### src/rtl/pipe_ctrl.sv
// Pipeline stall/flush controller: merges ID load-use stalls, multi-cycle EX ops and exception flushes.
// Optional PIPE_CTRL_PERF_EN adds a saturating stall_cycles_o counter of cycles with any stall asserted.
module pipe_ctrl #(
    parameter int MC_LEN_W = 6
) (
    input  logic                clk,
    input  logic                rst,
    input  logic                stallreq_id_i,
    input  logic                ex_mc_start_i,
    input  logic [MC_LEN_W-1:0] ex_mc_len_i,
    input  logic                excp_i,
    input  logic [31:0]         excp_vec_i,
    output logic [5:0]          stall_o,
    output logic                flush_o,
    output logic [31:0]         new_pc_o,
    output logic                ex_mc_done_o,
    output logic                busy_o
`ifdef PIPE_CTRL_PERF_EN
    ,
    output logic [31:0]         stall_cycles_o
`endif
);

    localparam logic [1:0] S_RUN   = 2'd0;
    localparam logic [1:0] S_MCYC  = 2'd1;
    localparam logic [1:0] S_FLUSH = 2'd2;

    localparam logic [5:0] STALL_EX = 6'b001111;
    localparam logic [5:0] STALL_ID = 6'b000111;

    logic [1:0]          state, state_nxt;
    logic [MC_LEN_W-1:0] cnt, cnt_nxt;

    always_comb begin
        state_nxt    = state;
        cnt_nxt      = cnt;
        stall_o      = '0;
        ex_mc_done_o = 1'b0;
        busy_o       = 1'b0;
        case (state)
            S_RUN: begin
                if (excp_i) begin
                    state_nxt = S_FLUSH;
                end else if (ex_mc_start_i && (ex_mc_len_i != '0)) begin
                    stall_o = STALL_EX;
                    if (ex_mc_len_i == MC_LEN_W'(1)) begin
                        ex_mc_done_o = 1'b1;
                    end else begin
                        cnt_nxt   = ex_mc_len_i - MC_LEN_W'(1);
                        state_nxt = S_MCYC;
                    end
                end else if (stallreq_id_i) begin
                    stall_o = STALL_ID;
                end
            end
            S_MCYC: begin
                busy_o = 1'b1;
                // An exception aborts the op outright: no done pulse, counter cleared.
                if (excp_i) begin
                    state_nxt = S_FLUSH;
                    cnt_nxt   = '0;
                end else begin
                    stall_o = STALL_EX;
                    cnt_nxt = cnt - MC_LEN_W'(1);
                    if (cnt == MC_LEN_W'(1)) begin
                        ex_mc_done_o = 1'b1;
                        state_nxt    = S_RUN;
                    end
                end
            end
            S_FLUSH: begin
                busy_o    = 1'b1;
                state_nxt = S_RUN;
            end
            default: begin
                state_nxt = S_RUN;
                cnt_nxt   = '0;
            end
        endcase
        if (rst) begin
            stall_o      = '0;
            ex_mc_done_o = 1'b0;
            busy_o       = 1'b0;
        end
    end

    always_ff @(posedge clk) begin
        if (rst) begin
            state    <= S_RUN;
            cnt      <= '0;
            flush_o  <= 1'b0;
            new_pc_o <= '0;
        end else begin
            state   <= state_nxt;
            cnt     <= cnt_nxt;
            flush_o <= (state_nxt == S_FLUSH);
            // Only a RUN/MCYC exception reaches FLUSH, so a second one during FLUSH never overwrites.
            if (state_nxt == S_FLUSH) begin
                new_pc_o <= excp_vec_i;
            end
        end
    end

`ifdef PIPE_CTRL_PERF_EN
    logic [31:0] perf_cnt;

    always_ff @(posedge clk) begin
        if (rst) begin
            perf_cnt <= '0;
        end else if ((stall_o != '0) && (perf_cnt != 32'hFFFF_FFFF)) begin
            perf_cnt <= perf_cnt + 32'd1;
        end
    end

    assign stall_cycles_o = perf_cnt;
`endif

endmodule
### config.mk
export PLATFORM = sky130hd
export DESIGN_NAME = pipe_ctrl
export DESIGN_NICKNAME = d
export VERILOG_FILES = /design/src/rtl/pipe_ctrl.sv
export SDC_FILE = /design/constraint.sdc
export NUM_CORES = 1
export LEC_CHECK = 0
export BUFFER_PORTS_ARGS = -buffer_cell sky130_fd_sc_hd__buf_4
export CORE_MARGIN = 1
export CORE_UTILIZATION = 45
export DETAILED_ROUTE_END_ITERATION = 12
export HOLD_SLACK_MARGIN = 0.12
export PLACE_DENSITY = 0.76
export SYNTH_ARGS = -nofsm -noshare
export SYNTH_HDL_FRONTEND = slang
export SYNTH_SLANG_ARGS = --single-unit
### constraint.sdc
create_clock -name clk -period 2.84 [get_ports clk]
set_clock_uncertainty 0.2 [all_clocks]
set_input_delay 0.426 -clock clk [delete_from_list [all_inputs] [get_ports clk]]
set_output_delay 0.426 -clock clk [all_outputs]
set_load 0.1 [all_outputs]
== Yosys cells after proc, flatten, opt, wreduce, memory -nomap -nowiden ==
Cells that the tools add are included.

* Flip-flop bits (word level): 41
* Bits of input ports: 43
* Output and inout port bits: 41
* Word-level logic and storage cells: 46

* Add/sub/neg operators: 2
* Equal/unequal tests: 8
* Multiplexer cells: 26
* Bitwise operators: 1
* Reductions and logical operators: 5

{| class="wikitable"
|+ Operators with widths
! cell !! number
|-
| 6-bit 2-to-1 mux || 5
|-
| 6-bit case mux with 3 select lines || 1
|-
| 6-bit by 1-bit equality test with 1-bit output, second input constant || 2
|-
| 4-bit 2-to-1 mux || 3
|-
| 6-bit by 1-bit subtractor with 6-bit output, second input constant || 2
|-
| 2-bit 2-to-1 mux || 5
|-
| 1-bit 2-to-1 mux || 8
|-
| 4-bit case mux with 2 select lines || 1
|-
| 2-bit != test, second input constant || 3
|-
| 6-bit nonzero test || 1
|-
| 2-bit equality test, second input constant || 2
|-
| 2-bit case mux with 2 select lines || 1
|-
| 4-bit AND reduction || 1
|-
| 3-bit 2-to-1 mux || 1
|-
| 2-bit by 1-bit equality test with 1-bit output, second input constant || 1
|-
| 2-bit logical NOT || 1
|-
| 1-bit case mux with 2 select lines || 1
|-
| 2-bit OR reduction || 1
|-
| 1-bit logical AND || 1
|-
| 1-bit NOT || 1
|}

== Depth between registers and ports, before layout ==
* Word-level depth: 6
* Gate-level depth with buffers: 10
* Depth with buffers taken out: 7

== Least setup slack after synthesis ==
Ideal clock, no wire load.

* Path type: input to output
* Start point: input ex_mc_len_i[0]
* End point: output stall_o[1]
* Arrival: 3.966 ns
* Required time: 2.214 ns
* Slack: -1.752 ns
* Cell stages on the path: 6
* Buffers on the path: 1
* Path through: inv_1 > ha_1 > a21boi_0 > o21ai_0 > a211oi_1 > buf_4

* Word-level cells in the longest chain between the ends: 6

{| class="wikitable"
|+ Ends and longest elaborated chain
! element !! RTL line !! RTL
|-
| start: declaration || 10 || <nowiki>input logic [MC_LEN_W-1:0] ex_mc_len_i,</nowiki>
|-
| 6-bit nonzero test || 44 || <nowiki>end else if (ex_mc_start_i && (ex_mc_len_i != '0)) begin</nowiki>
|-
| 1-bit logical AND || 44 ||
|-
| 4-bit 2-to-1 mux || 44 ||
|-
| 4-bit 2-to-1 mux || 42 || <nowiki>if (excp_i) begin</nowiki>
|-
| 4-bit case mux with 2 select lines || 40 || <nowiki>case (state)</nowiki>
|-
| 6-bit 2-to-1 mux || 80 || <nowiki>if (rst) begin</nowiki>
|-
| end: declaration || 13 || <nowiki>output logic [5:0] stall_o,</nowiki>
|}

Every way passes these cells.

== Final worst setup path ==
* Start point: register state[0]
* End point: output ex_mc_done_o

* Word-level cells in the longest chain between the ends: 3
* Elaborated cells between the ends (all ways): 4
* Classes of those cells: eq/ne: 1; mux: 2; reduce/logical: 1

{| class="wikitable"
|+ Ends and longest elaborated chain
! element !! RTL line !! RTL
|-
| start: declaration || 31 || <nowiki>logic [1:0] state, state_nxt;</nowiki>
|-
| start signal: assignment || 94 || <nowiki>state <= state_nxt;</nowiki>
|-
| 2-bit by 1-bit equality test with 1-bit output / 2-bit logical NOT (equally long branches) || 40 ||
|-
| 1-bit case mux with 2 select lines * || 40 ||
|-
| 1-bit 2-to-1 mux * || 80 ||
|-
| end: declaration || 16 || <nowiki>output logic ex_mc_done_o,</nowiki>
|}

Mark *: on every way between the ends. The rest lies on a longest branch, timed or not.

==> key figures <==
Run status
  • Status: complete, no violations

Clocking
  • Clk Latency, worst-skew pair: 290 ps
  • Post-CTS Hold Fix Bufs: 0
  • Clock Path Buffers: 2
  • Clock slew seen by the registers of the worst setup and hold paths: ~80 ps
  • CTS tree: done
  • Root buf cell: clkbuf_8
  • Htree depth: 2
  • Setup Fix Bufs, Post-CTS: 0
  • CTS resizes: 0
  • Total CTS buffers: 5
  • Sinks on Clock Net: 41

Place
  • IO Port Bufs: between 80 and 90
  • Place WS: 526 ps
  • GP Congestion: ~0.97
  • DPL Wire Length: 3340 um

Yosys
  • Yosys warns: 0
  • EDFF count, synth: 0
  • Flops & latches, synth: ~40
  • Syn Inst Count: between 200 and 250
  • Seq/Total Area, Yosys: 36.4%
  • Netlist Area Pre-Place: 0.00225 mm2
  • Main synth FF type: dfxtp_1
  • Avg Inst Size Synth: approximately 9.4 um2
  • Ys async rst share: 0%
  • Cell variety after synth: between 40 and 50

Pwr
  • IR drop worst, VDD: ~0.27 mV
  • Pwr/cell area: approximately 630 mW/mm2
  • Leak Pwr: around 1.3 nW

Die
  • DIE HEIGHT: just over 70 um
  • Die ar.: approximately 0.0053 mm2
  • Ports: 84
  • Rows: 25
  • Die Span X: 72.7 um
  • Core ar.: about 0.0048 mm2
  • Starting density of the core: a little under half

Global route
  • Initial antenna violation count: 0
  • Total gr overflow: 0
  • Largest net degree at the start of global routing: 48
  • First-pass GRT wire length: approximately 7400 um
  • Number of global-route vias before repair: about 1600
  • GRT Overall Usage: between 15 and 20%

STA
  • Final hold violations: 0
  • Setup ws final: 182 ps
  • Minimum clock period after layout: between 2000 and 3000 ps
  • Final Setup Violations: 0
  • Period utilization: 93.6%
  • Hold slack: 196 ps
  • RSZ-0062 raised after global routing: no
  • Slew Limit Fails: 0
  • Max Freq: between 300 and 400 MHz

Finish
  • Leading cell types in the layout, fill and taps excluded: buf_4 (83), nand2b_1 (66), dfxtp_1 (41)
  • Nets@finish: between 300 and 400
  • Area grow syn2layout: 32.8%
  • Layout fillers: between 400 and 500
  • Commonest non-fill, non-tap cell in the layout: buf_4
  • Share of layout cells above drive strength 1: ~33%
  • Ant diodes: 0

Worst setup path
  • Crit path DAT: 2030 ps
  • Crit path max fanout: 8
  • Crit end category: output port
  • Startpoint types: flop
  • CP Class: flop to output port
  • CP required: roughly 2200 ps

Route
  • Drt first pass iters: 4
  • Post-route DRC: 0
  • DR iter-0 viols: 67
  • DR vias: 1825
  • Drt wl/cell: about 12 um
  • Routed WL: around 4600 um
  • Post-route ant nets: 0
  • Via density: between 4 and 5

Flow run
  • Max-capacitance violation count: 0

Hold path
  • HP Class: primary input to flop
synth_stat cells (2+ instances only):
cell type,n,share of area (%)
nand2b_1,66,18
dfxtp_1,41,36
mux2i_1,32,14
nor2_1,11,1.8
clkbuf_1,8,1.3
inv_1,8,1.3
ha_1,7,3.9
a21oi_1,5,1.1
o21ai_0,5,1.1
buf_4,4,1.3
a211oi_1,3,1.0
buf_12,3,2.7
nand2_1,3,0.50
o22ai_1,3,0.83
a21oi_2,2,0.78
a221oi_1,2,0.78
a22oi_1,2,0.67
nor2b_1,2,0.56
nor3_1,2,0.44
nor3b_1,2,0.67
or2_1,2,0.56
xnor2_1,2,0.78
per-stage QoR:
| stage | area, um2 | std cells | power [mW] | util, % | TNS (ps) |
|---|---|---|---|---|---|
| 2_1_floorplan | 2300 | 240 | 1.27 | - | -40.4 |
| 3_3_place_gp | 2870 | 373 | 1.40 | 60.4 | 0 |
| 3_5_place_dp | 2870 | 373 | 1.41 | 60.4 | 0 |
| 4_1_cts | 2990 | 381 | 1.90 | 62.9 | 0 |
| 5_1_grt | 2990 | 381 | 1.95 | 62.9 | 0 |
| 6_report | 2990 | 381 | 1.88 | 62.9 | 0 |
final cells by class:
class	count	area [um2]	area share [%]
multi-input cells	173	1290	43.2
flip-flops and latches	41	821	27.4
repair buffers	84	643	21.5
well taps	67	83.8	2.80
clock buffers	6	82.6	2.76
clock inverters	2	37.5	1.25
inverters	8	30.0	1.00
registers in the layout, summed over array words and instances (netlist names):
| signal | count |
|---|---|
| state | 2 |
| cnt | 6 |
| flush_o | 1 |
| new_pc_o | 32 |
where the power goes:
group	internal (mW)	leakage, nW	switching (mW)
registers	0.629	0.337	0.0313
logic	0.213	0.906	0.522
clock network	0.286	0.0574	0.200
worst max-delay path, stage by stage (launching register included):
cell and delay [ps]:
dfxtp_1 350, inv_1 90, ha_1 340, nand3b_1 160, nor3b_1 200, o2bb2a_1 250, nor2_2 80, buf_4 290
final timing paths:
check | start | to | slack [ps] | depth (start not counted)
worst max-delay path | state[0] | ex_mc_done_o | 180 | 7
worst min-delay path | excp_vec_i[4] | new_pc_o[4] | 200 | 3
worst max register to register | state[0] | new_pc_o[23] | 500 | 8
worst min register to register | new_pc_o[12] | new_pc_o[12] | 270 | 2
kinds of logic after synthesis:
logic type | after synthesis | share of synthesized area (%)
AO/OA/AOI/OAI | 33 | 10.3
XOR/XNOR | 2 | 0.778
adder cells (fa/ha/maj) | 7 | 3.89
buffers and inverters | 26 | 7.61
flip-flops | 41 | 36.4
multiplexers | 32 | 14.2
other | 1 | 0.167
AND/OR/NAND/NOR | 97 | 26.6
per-layer routing:
layer	track usage (%)	part of all wire [%]	vias to the layer above
li1	-	-	947
met1	21.9	48	826
met2	29.8	46	48
met3	5.11	5.8	4
met4	5.23	0.74	0
met5	0	0	-
No activity file was read; power rests on OpenSTA's default activity.
